[config.mk]
export PLATFORM = sky130hd
export DESIGN_NAME = encoder_step_sequencer
export DESIGN_NICKNAME = d
export VERILOG_FILES = /design/src/rtl/encoder_step_sequencer.sv
export SDC_FILE = /design/constraint.sdc
export NUM_CORES = 1
export LEC_CHECK = 0
export ABC_CLOCK_PERIOD_IN_PS = 3850
export CAP_MARGIN = 20
export CORE_MARGIN = 2
export CORE_UTILIZATION = 30
export DETAILED_ROUTE_END_ITERATION = 7
export SLEW_MARGIN = 25
export SYNTH_ARGS = -nofsm -noshare
export SYNTH_HDL_FRONTEND = slang
export SYNTH_SLANG_ARGS = --single-unit
[constraint.sdc]
create_clock -name clk -period 3.85 [get_ports clk]
set_input_delay 0.385 -clock clk [delete_from_list [all_inputs] [get_ports clk]]
set_output_delay 0.385 -clock clk [all_outputs]
set_load 0.01 [all_outputs]
[src/rtl/encoder_step_sequencer.sv]
// Command-driven step scheduler that issues timed horario/antihorario pulses to the
// quadrature encoder model and tracks the resulting signed position.
module encoder_step_sequencer #(
    parameter int CNT_W = 16,
    parameter int DIV_W = 16,
    parameter int POS_W = 16
) (
    input  logic             clk,
    input  logic             rst_n,
    input  logic             cmd_valid,
    output logic             cmd_ready,
    input  logic             cmd_dir,
    input  logic [CNT_W-1:0] cmd_steps,
    input  logic [DIV_W-1:0] cmd_period,
    input  logic             abort,
    output logic             horario,
    output logic             antihorario,
    output logic             busy,
    output logic             done,
    output logic             aborted,
    output logic [CNT_W-1:0] steps_left,
    output logic [POS_W-1:0] position
);

    typedef enum logic [1:0] {S_IDLE, S_RUN, S_DONE} state_t;

    state_t           r_state, w_state;
    logic             r_dir, w_dir;
    logic [DIV_W-1:0] r_period, w_period;
    logic [DIV_W-1:0] r_timer, w_timer;
    logic [CNT_W-1:0] r_steps, w_steps;
    logic [POS_W-1:0] r_pos, w_pos;
    logic             r_hor, w_hor;
    logic             r_ant, w_ant;
    logic             r_done, w_done;
    logic             r_aborted, w_aborted;
    logic             r_abflag, w_abflag;
    logic             r_busy, w_busy;
    logic             r_ready, w_ready;
    logic [DIV_W-1:0] w_p_eff;

    always_ff @(posedge clk or negedge rst_n) begin
        if (!rst_n) begin
            r_state   <= S_IDLE;
            r_dir     <= 1'b0;
            r_period  <= DIV_W'(1);
            r_timer   <= '0;
            r_steps   <= '0;
            r_pos     <= '0;
            r_hor     <= 1'b0;
            r_ant     <= 1'b0;
            r_done    <= 1'b0;
            r_aborted <= 1'b0;
            r_abflag  <= 1'b0;
            r_busy    <= 1'b0;
            r_ready   <= 1'b1;
        end else begin
            r_state   <= w_state;
            r_dir     <= w_dir;
            r_period  <= w_period;
            r_timer   <= w_timer;
            r_steps   <= w_steps;
            r_pos     <= w_pos;
            r_hor     <= w_hor;
            r_ant     <= w_ant;
            r_done    <= w_done;
            r_aborted <= w_aborted;
            r_abflag  <= w_abflag;
            r_busy    <= w_busy;
            r_ready   <= w_ready;
        end
    end

    always_comb begin
        w_state   = r_state;
        w_dir     = r_dir;
        w_period  = r_period;
        w_timer   = r_timer;
        w_steps   = r_steps;
        w_pos     = r_pos;
        w_hor     = 1'b0;
        w_ant     = 1'b0;
        w_done    = 1'b0;
        w_aborted = 1'b0;
        w_abflag  = r_abflag;
        w_busy    = r_busy;
        w_ready   = r_ready;
        w_p_eff   = (cmd_period == '0) ? DIV_W'(1) : cmd_period;

        case (r_state)
            S_IDLE: begin
                if (cmd_valid && r_ready) begin
                    w_dir    = cmd_dir;
                    w_steps  = cmd_steps;
                    w_period = w_p_eff;
                    w_timer  = w_p_eff - DIV_W'(1);
                    w_abflag = 1'b0;
                    w_busy   = 1'b1;
                    w_ready  = 1'b0;
                    w_state  = (cmd_steps != '0) ? S_RUN : S_DONE;
                end
            end
            S_RUN: begin
                if (abort) begin
                    w_abflag = 1'b1;
                    w_state  = S_DONE;
                end else if (r_timer != '0) begin
                    w_timer = r_timer - DIV_W'(1);
                end else begin
                    w_hor   = r_dir;
                    w_ant   = !r_dir;
                    w_timer = r_period - DIV_W'(1);
                    w_steps = r_steps - CNT_W'(1);
                    w_pos   = r_dir ? (r_pos + POS_W'(1)) : (r_pos - POS_W'(1));
                    if (r_steps == CNT_W'(1)) begin
                        w_state = S_DONE;
                    end
                end
            end
            S_DONE: begin
                // DONE spans two edges: the first raises the registered done pulse,
                // the second returns to IDLE and re-opens cmd_ready.
                if (!r_done) begin
                    w_done    = 1'b1;
                    w_aborted = r_abflag;
                end else begin
                    w_state = S_IDLE;
                    w_busy  = 1'b0;
                    w_ready = 1'b1;
                end
            end
            default: begin
                w_state = S_IDLE;
                w_busy  = 1'b0;
                w_ready = 1'b1;
            end
        endcase
    end

    assign cmd_ready   = r_ready;
    assign horario     = r_hor;
    assign antihorario = r_ant;
    assign busy        = r_busy;
    assign done        = r_done;
    assign aborted     = r_aborted;
    assign steps_left  = r_steps;
    assign position    = r_pos;

endmodule

==> results.md <==
- Final setup vio count: 0
- Post-CTS sizing: 0
- Max Buffers Root-to-Sink: 2
- Post-CTS Hold Fix Bufs: 0
- Yosys warns: 0
- Sequential area share after synthesis: 40.46%
- Rows: 45
- Initial antenna violation count: 0
- Worst EP arrival: 3210 ps
- Avg Inst Size Synth: 8.409 sq um
- GRT Util Overall: 16.31%
- Vias per cell: 5.368
- Routed Antenna Nets: 0
- Mapped Cells: 545
- Worst-path maximum fanout: 10
- Nets: 667
- Fin crit share: 77.47%
- Unrepaired setup endpoints after global routing: no
- Grt total ovfl: 0
- Hold Path Class: in2async
- # DRC: 0
- Ys flop type: dfrtp_1
- Leak pwr: 2.445 nW
- Final instance area: 5774 sq um
- Worst setup EP type: flop
- Die Y-Extent: 127.6 microns
- Synth Cell Area: 4583 sq um
- H-tree Lvls: 3
- Synth area leader: dfrtp_1
- CP Class: reg2reg
- Synthesized flop and latch total: 74
- Final Slew Violations: 0
- Critical Path RT: 4080 ps
- CTS clk-pin slew, worst paths: 60 ps
- Vias after detailed routing: 4321
- CP max-delay cell: o41a_1
- Worst path max stage delay: 450 ps
- Clk Latency, worst-skew pair: 350 ps
- Detailed Place HPWL: 9193 microns
- Worst Skew: 5.977 ps
- Cell variety after synth: 66
- R2R setup slack: 870 ps
- Sum of negative setup slack: 0 ps
- Maxcap violations: 0
- R2r endpoint: r_timer[14]
- Gpl congestion: 0.9188
- Clock sinks: 74
- Wire length of the first global-routing pass: 21110 microns
- Top cells by area, synth: dfrtp_1, nand2_1, o21ai_0
- Reg-to-Reg Start: r_timer[2]
- Initial Utilization: 30.37%
- Outcome: finished, final reports clean
- Number of flops mapped to enable cells by yosys: 0
- Slew HR: 55.73%
- CP bufs+invs: 0
- Port Buffers: 74
- Final Core Density: 38.27%
- Syn Nets: 600
- 1st-iter DRT viols: 226
- VDD IR max: 0.0002772 V
- Pre-antenna DRT Iters: 5
- Area growth from synthesis to layout: 25.99%
- Place WS: 738.8 ps
- Reg2reg path depth: 10
- CTS root buffer: clkbuf_16
- Inserted Diodes: 0
- Synth top area share: 39.31%
- Fmax: 335.3 MHz
- CP top delay family: compound AO/OA/AOI/OAI gates
- CP cell instances: nor3_1, and3_1, a311oi_1, a21o_1, ha_1, o21ai_1, a21oi_2, nand2_1, o41a_1, o31a_1
- Ports: 75
- Die Width: 127.6 microns
- Largest net degree at the start of global routing: 51
- Startpoint Class: flop
- PwrDens: 669.8 nW/um^2
- Final WS setup: 867.4 ps
- Post-DP Area: 5494 sq um
- CTS tree: done
- Wire length per cell: 15.93 microns
- Routed WL: 12820 microns
- Asr flop ratio synth: 100.0%
- Layout cells sized above 1: 7.131%
- Die ar.: 16280 sq um
- Postcts setup bufs: 0
- Final Hold Fails: 0
- Num CTS Buffers: 9
- Vias in the first global route: 4223
- Worst slew pin tran: 662.5 ps
- Core area: 15090 sq um
- Final worst path period need: 2983 ps
## per-stage QoR
stage / hold WS, ps / power, mW / std cells
2_1_floorplan: 89.41 / 2.460 / 545
3_3_place_gp: 423.5 / 2.988 / 789
3_5_place_dp: 429.3 / 3.039 / 789
4_1_cts: 63.58 / 3.889 / 805
5_1_grt: 93.68 / 4.168 / 805
6_report: 43.51 / 3.867 / 805
## kinds of logic (layout without fill, tap and decap cells)
kind of cell               Yosys count  in the layout  share of synthesized area (%)
AOI/OAI and AO/OA                  158            158                          21.35
xor gates and xnor gates            20             20                          3.822
adders and majority gates           18             18                          5.078
buffers and inverters               34            106                          3.522
DFF                                 74             74                          40.46
muxes                                4              4                         0.9009
and+or+nand+nor                    237            237                          24.87
## routing by layer
metal  global-route usage (%)  wire [microns]
met5                        0               0
met2                    26.14            6026
met4                    7.369             255
met3                    2.429             569
met1                    21.83            5972
## worst register-to-register path, stage by stage, from the launching register on
cell	delay, ps
dfrtp_1	410
nor3_1	110
and3_1	320
a311oi_1	320
a21o_1	240
ha_1	220
o21ai_1	110
a21oi_2	220
nand2_1	180
o41a_1	450
o31a_1	280
## layout make-up
| type | count | area (sq um) |
|---|---|---|
| tap | 188 | 235.2 |
| inverter | 7 | 26.28 |
| timing repair buffer | 83 | 803.3 |
| clock buffer | 13 | 240.2 |
| multi-input combinational | 437 | 2575 |
| clock inverter | 3 | 40.04 |
| sequential | 74 | 1854 |
| fill | 1532 | 9315 |
## Yosys cell counts (all sizes together), types with 2 or more instances
master / count
nor4: 13
a22oi: 2
nand2: 104
a21oi: 36
ha: 17
or4: 7
inv: 7
clkbuf: 14
nand2b: 6
buf: 13
nor3b: 6
o21bai: 5
nand3: 12
nor3: 19
a211oi: 5
mux2i: 3
o31ai: 2
dfrtp: 72
a21o: 8
or3: 7
dfstp: 2
nor2: 45
a311oi: 4
and3: 3
a31oi: 15
nand4: 5
o211ai: 3
xor2: 8
and2: 2
xnor2: 12
o31a: 2
nand3b: 2
o311ai: 2
o21ai: 64
## sequential cells by signal, indices dropped and copies added, names as in the netlist
register / cells
done: 1
horario: 1
steps_left: 16
antihorario: 1
busy: 1
cmd_ready: 1
r_state: 2
r_abflag: 1
r_dir: 1
r_period: 16
aborted: 1
position: 16
r_timer: 16
## layout by cell type, fill, tap and decap left out, types with 3 or more instances in the layout
| cell type | count |
|---|---|
| nand2_1 | 104 |
| clkdlybuf4s50_1 | 73 |
| dfrtp_1 | 72 |
| o21ai_0 | 48 |
| nor2_1 | 45 |
| a21oi_1 | 35 |
| nor3_1 | 19 |
| ha_1 | 17 |
| a31oi_1 | 15 |
| o21ai_1 | 13 |
| nand3_1 | 12 |
| xnor2_1 | 12 |
| nor4_1 | 11 |
| clkbuf_16 | 9 |
| buf_4 | 9 |
| a21o_1 | 8 |
| xor2_1 | 8 |
| inv_1 | 7 |
| or3_1 | 7 |
| or4_1 | 6 |
| nand2b_1 | 5 |
| a211oi_1 | 5 |
| nor3b_1 | 4 |
| nand4_1 | 4 |
| clkbuf_1 | 4 |
| and3_1 | 3 |
| a311oi_1 | 3 |
| mux2i_1 | 3 |
| o21bai_1 | 3 |
| o21ai_2 | 3 |
| o211ai_1 | 3 |
## worst max-delay path by stage
stage | from | to | slack [ps] | cells after the start
after detailed placement | cmd_period[15] | r_timer[14] | 740 | 11
after CTS | r_timer[2] | r_timer[14] | 890 | 10
after floorplan | r_state[1] | r_timer[14] | 1240 | 11
after global routing | r_timer[2] | r_timer[14] | 690 | 10
final | r_timer[2] | r_timer[14] | 870 | 10
after global placement | cmd_period[13] | r_timer[14] | 860 | 11
## report_power, final
group	internal (mW)	switching, mW
Combinational	0.714	0.972
Sequential	1.06	0.291
Clock	0.501	0.330
Total	2.27	1.59
Note: power is estimated with default switching activity, not from simulation.
==> edit (same flow settings) <==
Encoding of `state_t`: now one-hot (3 bits for 3 states).
--- a/src/rtl/encoder_step_sequencer.sv
+++ b/src/rtl/encoder_step_sequencer.sv
@@ -22,7 +22,7 @@
     output logic [POS_W-1:0] position
 );
 
-    typedef enum logic [1:0] {S_IDLE, S_RUN, S_DONE} state_t;
+    typedef enum logic [2:0] {S_IDLE = 3'b001, S_RUN = 3'b010, S_DONE = 3'b100} state_t;
 
     state_t           r_state, w_state;
     logic             r_dir, w_dir;
Behaviour: no difference found for any inputs over 10 cycles, from zero or initial values and one cycle with rst_n low; not proved beyond that.
==> edit against the unedited design <==
Setup slack got worse by 220 ps; sequential share of layout area fell by 1.5 points; highest routed layer unchanged; via count rose by 7.7%; routed wire length rose by 7.2%; total power rose by 6.0%; sequential cell count rose by 1; area after synthesis rose by 4.8%; cell area rose by 6.3%; die area rose by 4.7%.
==> edit: results (changes against the unedited design) <==
Routing
  – Routed len/inst: 15.6 um (-2.2%)

Status
  – Outcome: complete, no violations

Synthesis
  – Post-Synth Adder-Cell Area: 0.0485 (-0.00233)
  – Xor/xnor share of the synthesized area: 0.0346 (-0.00358)
  – Synth cell count leaders: nand2_1 (103), dfrtp_1 (72), o21ai_0 (54), a21oi_1 (48), nor2_1 (46)
  – Synth area leaders: dfrtp_1 (38%), nand2_1 (8.0%), o21ai_0 (5.6%)
  – Multiplexer share of the synthesized area: 0.00860 (-0.000413)
  – Syn Nets: 647 (+7.8%)
  – Post-synthesis sequential area ratio: 0.392 (-0.0131)

Global routing
  – First-pass GRT wire length: 22500 um (+6.6%)
  – Vias in the first global route: 4495 (+6.4%)
  – Global Route Usage Sum: 0.169 (+0.00564)

Worst setup path
  – Reg2reg start: r_state[2]$_DFFE_PN0P_
  – End of the worst register-to-register path: r_timer[15]$_DFFE_PN0P_
  – R2R Setup Slk: 650 ps (-220 ps)
  – CP max FO: 19 (+9)
  – R2R cell count: 9 (-1)

STA
  – Final setup skew: 16.2 ps (+10.2 ps)
  – Normalized max-slew margin: 0.438 (-0.119)

Placed design
  – Hpwl dp: 9740 um (+5.9%)

Layout
  – Fillers: 1570 (+2.5%)
  – Fraction of layout cells with a size suffix above 1: 0.0645 (-0.00685)
  – Fin nets: 717 (+7.5%)

Pwr
  – P_leak: 2.48 nW (+1.6%)
  – Max IR drop VDD: 0.250 mV (-9.8%)
## edit: worst max-delay path by stage
stage	start	end	slack (ps)	cells past startpoint
final	r_state[2]$_DFFE_PN0P_	r_timer[15]$_DFFE_PN0P_	650	9
after global routing	r_state[2]$_DFFE_PN0P_	r_timer[12]$_DFFE_PN0P_	460	9
after CTS	r_state[2]$_DFFE_PN0P_	r_timer[15]$_DFFE_PN0P_	660	9
after detailed placement	r_state[2]$_DFFE_PN0P_	r_timer[12]$_DFFE_PN0P_	690	9
after global placement	r_state[2]$_DFFE_PN0P_	r_timer[12]$_DFFE_PN0P_	780	9
after floorplan	r_state[2]$_DFFE_PN0P_	r_timer[12]$_DFFE_PN0P_	610	14
## edit: metrics by stage
stage                      util  power [mW]  instances  setup WS (ps)
after floorplan               -        2.49        592            609
after global placement    0.368        3.07        867            776
after detailed placement  0.368        3.12        867            691
after CTS                 0.389        4.12        883            659
after global routing      0.389        4.42        883            458
final                     0.389        4.10        883            649
## edit: metal layers
layer / track usage / vias up / share of wire
li1: - / 2305 / -
met1: 0.214 / 2183 / 0.45
met2: 0.275 / 141 / 0.47
met3: 0.0403 / 25 / 0.055
met4: 0.0732 / 0 / 0.025
met5: 0 / - / 0
## edit: critical path, delay by kind of cell, from the launching register on
kind	cells	cell delay (ps)
DFF	1	490
AOI/OAI and AO/OA	3	660
and+or+nand+nor	4	1440
buffers and inverters	2	520
## edit: final cells by class
type	count	area [um2]	area share
tap	216	270	0.0440
timing repair buffer	88	847	0.138
multi-input combinational	473	2750	0.448
clock buffer	11	233	0.0379
clock inverter	5	103	0.0167
inverter	15	56.3	0.00918
sequential	75	1880	0.306
## edit: logic make-up after synthesis
kind of cell               after synthesis
buffers and inverters                   44
adders and majority gates               18
DFF                                     75
AOI/OAI and AO/OA                      183
muxes                                    4
xor gates and xnor gates                19
and+or+nand+nor                        249
## edit: where the power goes
group | switching, mW | internal, mW
sequential | 0.340 | 1.09
combinational | 0.970 | 0.729
clock | 0.341 | 0.633
